===== config.mk =====
export PLATFORM = sky130hd
export DESIGN_NAME = mole_round_scheduler
export DESIGN_NICKNAME = d
export VERILOG_FILES = /design/src/rtl/mole_round_scheduler.sv
export SDC_FILE = /design/constraint.sdc
export NUM_CORES = 1
export LEC_CHECK = 0
export ABC_AREA = 1
export CORE_ASPECT_RATIO = 1.1
export CORE_MARGIN = 4
export CORE_UTILIZATION = 32
export CTS_CLUSTER_DIAMETER = 150
export CTS_CLUSTER_SIZE = 12
export DETAILED_ROUTE_END_ITERATION = 8
export PLACE_DENSITY_LB_ADDON = 0.3
export SLEW_MARGIN = 20
export SYNTH_ARGS = -nofsm -noshare
export SYNTH_HDL_FRONTEND = slang
export SYNTH_SLANG_ARGS = --single-unit

===== constraint.sdc =====
create_clock -name clk -period 3.19 [get_ports clk]
set_clock_uncertainty 0.1 [all_clocks]
set_input_delay 0.638 -clock clk [delete_from_list [all_inputs] [get_ports clk]]
set_output_delay 0.638 -clock clk [all_outputs]
set_load 0.005 [all_outputs]

===== src/rtl/mole_round_scheduler.sv =====
// Whac-A-Mole round controller: mole sequencing on a 3x3 grid, hit detection
// from mouse clicks, and score/miss/time bookkeeping for display logic.
module mole_round_scheduler #(
    parameter int TICK_DIV   = 100000,
    parameter int GAP_TICKS  = 300,
    parameter int UP_TICKS   = 800,
    parameter int GAME_TICKS = 30000,
    parameter int HOLE_X0    = 120,
    parameter int HOLE_Y0    = 40,
    parameter int HOLE_PITCH = 140,
    parameter int HOLE_SIZE  = 100
) (
    input  logic        clk,
    input  logic        reset,
    input  logic        start,
    input  logic [11:0] x_pos,
    input  logic [11:0] y_pos,
    input  logic        left_btn,
    output logic [8:0]  mole_active,
    output logic [15:0] score,
    output logic [7:0]  misses,
    output logic [15:0] time_left,
    output logic        hit_pulse,
    output logic        game_over
);

    localparam int PW = (TICK_DIV > 1) ? $clog2(TICK_DIV) : 1;

    typedef enum logic [1:0] {IDLE, GAP, UP, OVER} state_t;

    state_t        state;
    logic [PW-1:0] presc;
    logic [15:0]   phase;
    logic [3:0]    lfsr;
    logic [3:0]    hole;
    logic [3:0]    base;
    logic [3:0]    pick;
    logic          btn_q;
    logic          click_q;
    logic [2:0]    col_hit;
    logic [2:0]    row_hit;
    logic [8:0]    hole_hit;
    logic          tick;
    logic          hit;
    logic          timeout;
    logic          gap_done;
    logic          round_end;

    always_comb begin
        col_hit  = '0;
        row_hit  = '0;
        hole_hit = '0;
        for (int unsigned i = 0; i < 3; i++) begin
            col_hit[i] = ({1'b0, x_pos} >= 13'(HOLE_X0 + i * HOLE_PITCH)) &&
                         ({1'b0, x_pos} <  13'(HOLE_X0 + i * HOLE_PITCH + HOLE_SIZE));
            row_hit[i] = ({1'b0, y_pos} >= 13'(HOLE_Y0 + i * HOLE_PITCH)) &&
                         ({1'b0, y_pos} <  13'(HOLE_Y0 + i * HOLE_PITCH + HOLE_SIZE));
        end
        for (int unsigned r = 0; r < 3; r++) begin
            for (int unsigned c = 0; c < 3; c++) begin
                hole_hit[r * 3 + c] = row_hit[r] & col_hit[c];
            end
        end
    end

    // Fold the 1..15 LFSR range onto 0..8 and step past the previous hole.
    always_comb begin
        base = (lfsr >= 4'd9) ? lfsr - 4'd9 : lfsr;
        pick = base;
        if (base == hole) begin
            pick = (base == 4'd8) ? 4'd0 : base + 4'd1;
        end
    end

    always_comb begin
        tick      = ((state == GAP) || (state == UP)) && (presc == PW'(TICK_DIV - 1));
        hit       = (state == UP) && click_q && (|(mole_active & hole_hit));
        timeout   = (state == UP) && tick && (phase == 16'(UP_TICKS - 1));
        gap_done  = (state == GAP) && tick && (phase == 16'(GAP_TICKS - 1));
        round_end = tick && (time_left == 16'd1);
    end

    always_ff @(posedge clk) begin
        if (reset) begin
            state       <= IDLE;
            presc       <= '0;
            phase       <= '0;
            lfsr        <= 4'b0001;
            hole        <= '0;
            btn_q       <= 1'b0;
            click_q     <= 1'b0;
            mole_active <= '0;
            score       <= '0;
            misses      <= '0;
            time_left   <= 16'(GAME_TICKS);
            hit_pulse   <= 1'b0;
            game_over   <= 1'b0;
        end else begin
            lfsr      <= {lfsr[2:0], lfsr[3] ^ lfsr[2]};
            btn_q     <= left_btn;
            click_q   <= left_btn & ~btn_q;
            hit_pulse <= 1'b0;
            case (state)
                IDLE, OVER: begin
                    presc       <= '0;
                    phase       <= '0;
                    mole_active <= '0;
                    if (start) begin
                        state     <= GAP;
                        score     <= '0;
                        misses    <= '0;
                        time_left <= 16'(GAME_TICKS);
                        game_over <= 1'b0;
                    end
                end
                GAP, UP: begin
                    presc <= tick ? '0 : presc + 1'b1;
                    if (tick) begin
                        time_left <= time_left - 16'd1;
                    end
                    if (hit) begin
                        if (score != 16'hFFFF) score <= score + 16'd1;
                        hit_pulse <= 1'b1;
                    end else if (timeout) begin
                        if (misses != 8'hFF) misses <= misses + 8'd1;
                    end
                    // End of round only overrides the state move; the hit or miss above still counts.
                    if (round_end) begin
                        state       <= OVER;
                        game_over   <= 1'b1;
                        mole_active <= '0;
                        presc       <= '0;
                        phase       <= '0;
                    end else if (hit || timeout) begin
                        state       <= GAP;
                        mole_active <= '0;
                        presc       <= '0;
                        phase       <= '0;
                    end else if (gap_done) begin
                        state       <= UP;
                        hole        <= pick;
                        mole_active <= 9'd1 << pick;
                        phase       <= '0;
                    end else if (tick) begin
                        phase <= phase + 16'd1;
                    end
                end
                default: state <= IDLE;
            endcase
        end
    end

endmodule

### Yosys cells after proc, flatten, opt, wreduce, memory -nomap -nowiden

Cells that the tools add are included.

* add/sub/neg operators: 7
* $lt $le $gt $ge: 13
* equality and inequality tests: 21
* shift operators: 1
* multiplexer cells: 37
* bitwise gates (word level): 16
* reduce and logical (&&, ||, !) cells: 27

Operators with widths (count)
* $mux 16: 9
* $pmux 16 s2: 3
* $mux 17: 3
* $lt 12x9->1 const B: 4
* $ge 12x9->1 const B: 3
* $pmux 17 s2: 1
* $add 16x1->16 const B: 2
* $mux 8: 4
* $mux 9: 3
* $lt 12x8->1 const B: 2
* $pmux 9 s2: 1
* $add 17x1->17 const B: 1
* $eq 17x17->1 const B: 1
* $eq 16x1->1 const B: 1
* $eq 16x10->1 const B: 1
* $eq 16x9->1 const B: 1
* $ne 16x16->1 const B: 1
* $ne 2x2->1 const B: 8
* $pmux 8 s2: 1
* $sub 16x1->16 const B: 1
* $logic_and 1x1->1: 14
* $ge 12x6->1 const B: 1
* $ge 12x7->1 const B: 1
* $ge 12x8->1 const B: 1
* other kinds (28): 54

* register bits: 96
* output and inout port bits: 51

### Longest topological paths before layout

* depth after elaboration: 10
* depth in mapped cells: 20
* gate-level depth less buffers: 20

### Worst setup path after synthesis

Ideal clock, no wire load.

* path kind: reg-to-reg
* start point: register lfsr[2]
* end point: register mole_active[3]
* library setup time: 116 ps
* arrival time: 2022 ps
* path slack: 952 ps
* stages on the path, launching flop included: 17
* buffers on the path: 0
* period minus slack after synthesis: 2238 ps
* path through: dfxtp_1 -> inv_1 -> ha_1 -> nand2_1 -> nand3_4 -> nand2_1 -> nand2_2 -> ha_1 -> xor2_1 -> nor2_1 -> nand2_1 -> nand2_1 -> inv_1 -> nand2_1 -> nor2_1 -> nor2_1 -> nor2_1

* cells in the longest elaborated chain, start to end: 10
* elaborated cells on any way between the ends: 13
* those cells by class: 2 x add/sub; 1 x order compare; 2 x eq/ne; 1 x shift; 7 x mux

RTL lines
* from (decl): line 34 `logic [3:0] lfsr;`
* from (signal assigned): line 99 `lfsr <= {lfsr[2:0], lfsr[3] ^ lfsr[2]};`
* $sub 4x4->4 / $ge 4x4->1 (equally long branches): line 68 `base = (lfsr >= 4'd9) ? lfsr - 4'd9 : lfsr;`
* $mux 4 *: line 68
* $add 4x1->4 / $eq 4x4->1 (equally long branches): line 71 `pick = (base == 4'd8) ? 4'd0 : base + 4'd1;`
* $mux 4: line 71
* $mux 4 *: line 70 `if (base == hole) begin`
* $shl 1x4->9 *: line 142 `mole_active <= 9'd1 << pick;`
* $mux 9 *: line 139 `end else if (gap_done) begin`
* $mux 9 *: line 134 `end else if (hit || timeout) begin`
* $mux 9 *: line 128 `if (round_end) begin`
* $pmux 9 s2 *: line 103 `case (state)`
* to (signal assigned): line 142
* to (decl): line 19 `output logic [8:0] mole_active,`

Mark *: on every way between the ends. The rest lies on a longest branch, timed or not. The select of a mux whose other input is x is not followed.
A chain may end at the register's enable or synchronous reset.

### Worst setup path in the final report

* start point: input x_pos[5]
* end point: register mole_active[3]

* cells in the longest elaborated chain, start to end: 10
* elaborated cells on any way between the ends: 26
* those cells by class: 6 x order compare; 1 x eq/ne; 3 x mux; 10 x bitwise; 6 x reduce/logical

RTL lines
* from (decl): line 16 `input logic [11:0] x_pos,`
* $ge 12x7->1, or another cell as far along: line 54 `col_hit[i] = ({1'b0, x_pos} >= 13'(HOLE_X0 + i * HOLE_PITCH)) &&`
* $logic_and 1x1->1: line 54
* $and 1x1->1: line 61 `hole_hit[r * 3 + c] = row_hit[r] & col_hit[c];`
* $and 9x9->9 *: line 77 `hit = (state == UP) && click_q && (|(mole_active & hole_hit));`
* $reduce_or 9->1 *: line 77
* $logic_and 1x1->1 *: line 77
* $logic_or 1x1->1 *: line 134
* $mux 9: line 134
* $mux 9: line 128
* $pmux 9 s2: line 103

Mark *: on every way between the ends. The rest lies on a longest branch, timed or not.

==> key figures <==
Timing
  – Slew Limit Fails: 0
  – # setup viols final: 0
  – Final worst path period need: roughly 2600 ps
  – Fin worst setup slack: ~600 ps
  – RSZ-0062 raised after global routing: no
  – Fmax: approximately 0.39 GHz
  – Rel. slew slack: 0.546
  – Final setup TNS: 0 ps
  – Tcrit/Tclk final: 0.809
  – Worst Max-Slew Pin Slew: slightly below 700 ps
  – Hold Vio Cnt, Final: 0

Global routing
  – First-pass GRT wire length: approximately 25 mm
  – Initial antenna violation count: 0
  – Grt ovf: 0
  – Largest net degree at the start of global routing: 40
  – Tot GR Track Use: 0.147
  – Vias in the first global route: 5361

Drt
  – Final wirelength: around 15 mm
  – WL/cell: roughly 12 µm
  – Post-DRT Antenna Nets: 0
  – Via Count: ~5700
  – Starting DRC count in detailed routing: about 230
  – DRT Pass-1 Iters: 5
  – Vias/cell: approximately 4.8
  – DR DRC count: 0

CTS
  – H-tree Lvls: 3
  – Post_cts resized: 0
  – Clock tree root buffer cell: clkbuf_16
  – Worst-path clk slew: about 70 ps
  – CTS Hold Buffers Added: 0
  – Post-CTS setup repair buffer count: 0
  – TritonCTS Sinks: 96
  – CTS max path bufs: 2
  – Clock latency on the worst-skew pair: 350 ps
  – CTS tree: built
  – CTS Buf Count: 9

Worst hold path
  – Worst Hold Path Cells: 1
  – Hold Crit Class: reg -> reg

Synth
  – Dominant cells by area after synthesis: dfxtp_1 33%, nand2_1 12%, nor2_1 8.2%
  – Synth Warn #: 0
  – Commonest cells in the netlist: 181 x nand2_1, 126 x nor2_1, 96 x dfxtp_1
  – Synth Flop Type: dfxtp_1
  – Post-synth EDFFs: 0
  – Post-synth net total: between 900 and 1000
  – Fraction of registers with async set/reset: 0
  – Syn Area/Cell: roughly 6.7 µm²
  – Synthesized cell area: 0.00578 mm²
  – Sequential-to-total area share from yosys stat: 0.333
  – Yosys top cell by area: dfxtp_1
  – Synth cell types: between 40 and 50
  – Cells after synthesis: between 800 and 900
  – Seq cells post-synth: 96
  – Post-synth top area share: 0.333
  – Most frequent cell after synthesis: nand2_1

Die
  – Die Span Y: approximately 150 µm
  – Core area: about 0.018 mm²
  – Die Wd: 136 µm
  – Die area: approximately 0.020 mm²
  – IO Count: 79
  – Initial Util: 0.326
  – Rows: 51

Layout
  – Area Growth Syn to Fin: 23.7%
  – # fillers: 1903
  – Final nets: 989
  – Antenna diodes: 0
  – Core Util, Final: 0.403
  – Layout cells sized above 1: 0.0756

Outcome
  – Status: complete, no violations

Power
  – Worst VDD drop: about 0.25 mV
  – Power per cell area: roughly 510 mW/mm²
  – Total power: ~3700 µW
  – Leak: around 0.0026 µW

Placement
  – IO buf count: 74
  – Detail Placement HPWL: 11.0 mm
  – Dpl ws: about 210 ps
  – GPL Wtd Cong: ~0.86

Critical path
  – Reg2Reg Depth: 16
  – Critical-path maximum fanout: 5
  – CP startpoint kind: primary input
  – Type of the worst setup path: in -> reg
  – Worst EP arrival: roughly 2800 ps
  – Req. time, crit path: between 3000 and 4000 ps
  – Worst Setup End Kind: flop

Job
  – Maxcap violations: 0
==> report_power, final <==
group	switching (µW)	leakage, µW	internal [µW]	total [µW]
clock	490	0.000149	692	1180
combinational	780	0.00172	378	1160
sequential	73.0	0.000776	1260	1340
==> area by class of cell <==
class	instances	area, µm²	area share
clock buffers	10	229	0.0320
clock inverters	6	92.6	0.0129
inverters	104	392	0.0548
multi-input cells	651	3390	0.474
flip-flops and latches	96	1920	0.269
well taps	238	298	0.0416
repair buffers	85	831	0.116
==> layer usage <==
layer  vias up  track usage  share of wire
met4         0       0.0413          0.012
met5         -            0              0
met3        15       0.0314          0.050
li1       3001            -              -
met1      2565        0.197           0.48
met2       110        0.240           0.45
==> worst max-delay path, cell delays in order <==
cell and delay [ps]:
clkdlybuf4s50_1 530, nand2_1 90, inv_1 50, o21ai_0 140
nand4_1 140, nand3_1 90, nand2_1 60, nand3_1 160
nand2_2 180, nand4_1 140, nor2_1 300, o21ai_0 140
nor2_1 110
==> placed cells by master (no fill, tap or decap), types with 2 or more instances in the layout <==
master,n
nor4_1,14
ha_1,14
or2_2,2
dfxtp_1,96
nor2_4,5
bufinv_16,2
a21oi_1,54
buf_4,10
xor2_1,32
o21ai_2,2
or2_0,2
clkinvlp_4,2
nor2_2,6
clkbuf_16,9
nand4_2,2
o21ai_1,6
nor2_1,126
and3_1,3
o21ai_0,18
nand3_2,2
nand3b_1,7
nor3_1,29
inv_2,7
nand2_2,11
inv_1,95
clkdlybuf4s50_1,73
xnor2_1,8
nand4_1,33
nand2_1,181
nand3_1,80
nor3_2,2
==> flip-flops by register name, indices dropped and copies added (netlist names), 2 cells and up <==
signal / flops
state: 2
presc: 17
lfsr: 4
time_left: 16
mole_active: 9
hole: 4
misses: 8
phase: 16
score: 16
==> path summary, 6_finish.rpt <==
check	slack, ps	end	start
worst min-delay path	300	click_q	btn_q
worst min register to register	300	click_q	btn_q
worst max-delay path	610	mole_active[3]	x_pos[5]
worst max register to register	660	mole_active[3]	lfsr[2]
==> logic make-up after synthesis <==
| logic type | Yosys count | share of synthesized area |
|---|---|---|
| xor gates and xnor gates | 41 | 0.0649 |
| AOI/OAI and AO/OA | 85 | 0.0771 |
| and+or+nand+nor | 511 | 0.414 |
| DFF | 96 | 0.333 |
| buffers and inverters | 121 | 0.0812 |
| adders and majority gates | 14 | 0.0303 |
==> stage by stage <==
step	instances	area [µm²]	hold slack, ps
after floorplan	868	5780	273
after global placement	1174	6830	288
after detailed placement	1174	6830	286
after CTS	1190	7150	301
after global routing	1190	7150	309
final	1190	7150	295
No activity file was read; power rests on OpenSTA's default activity.
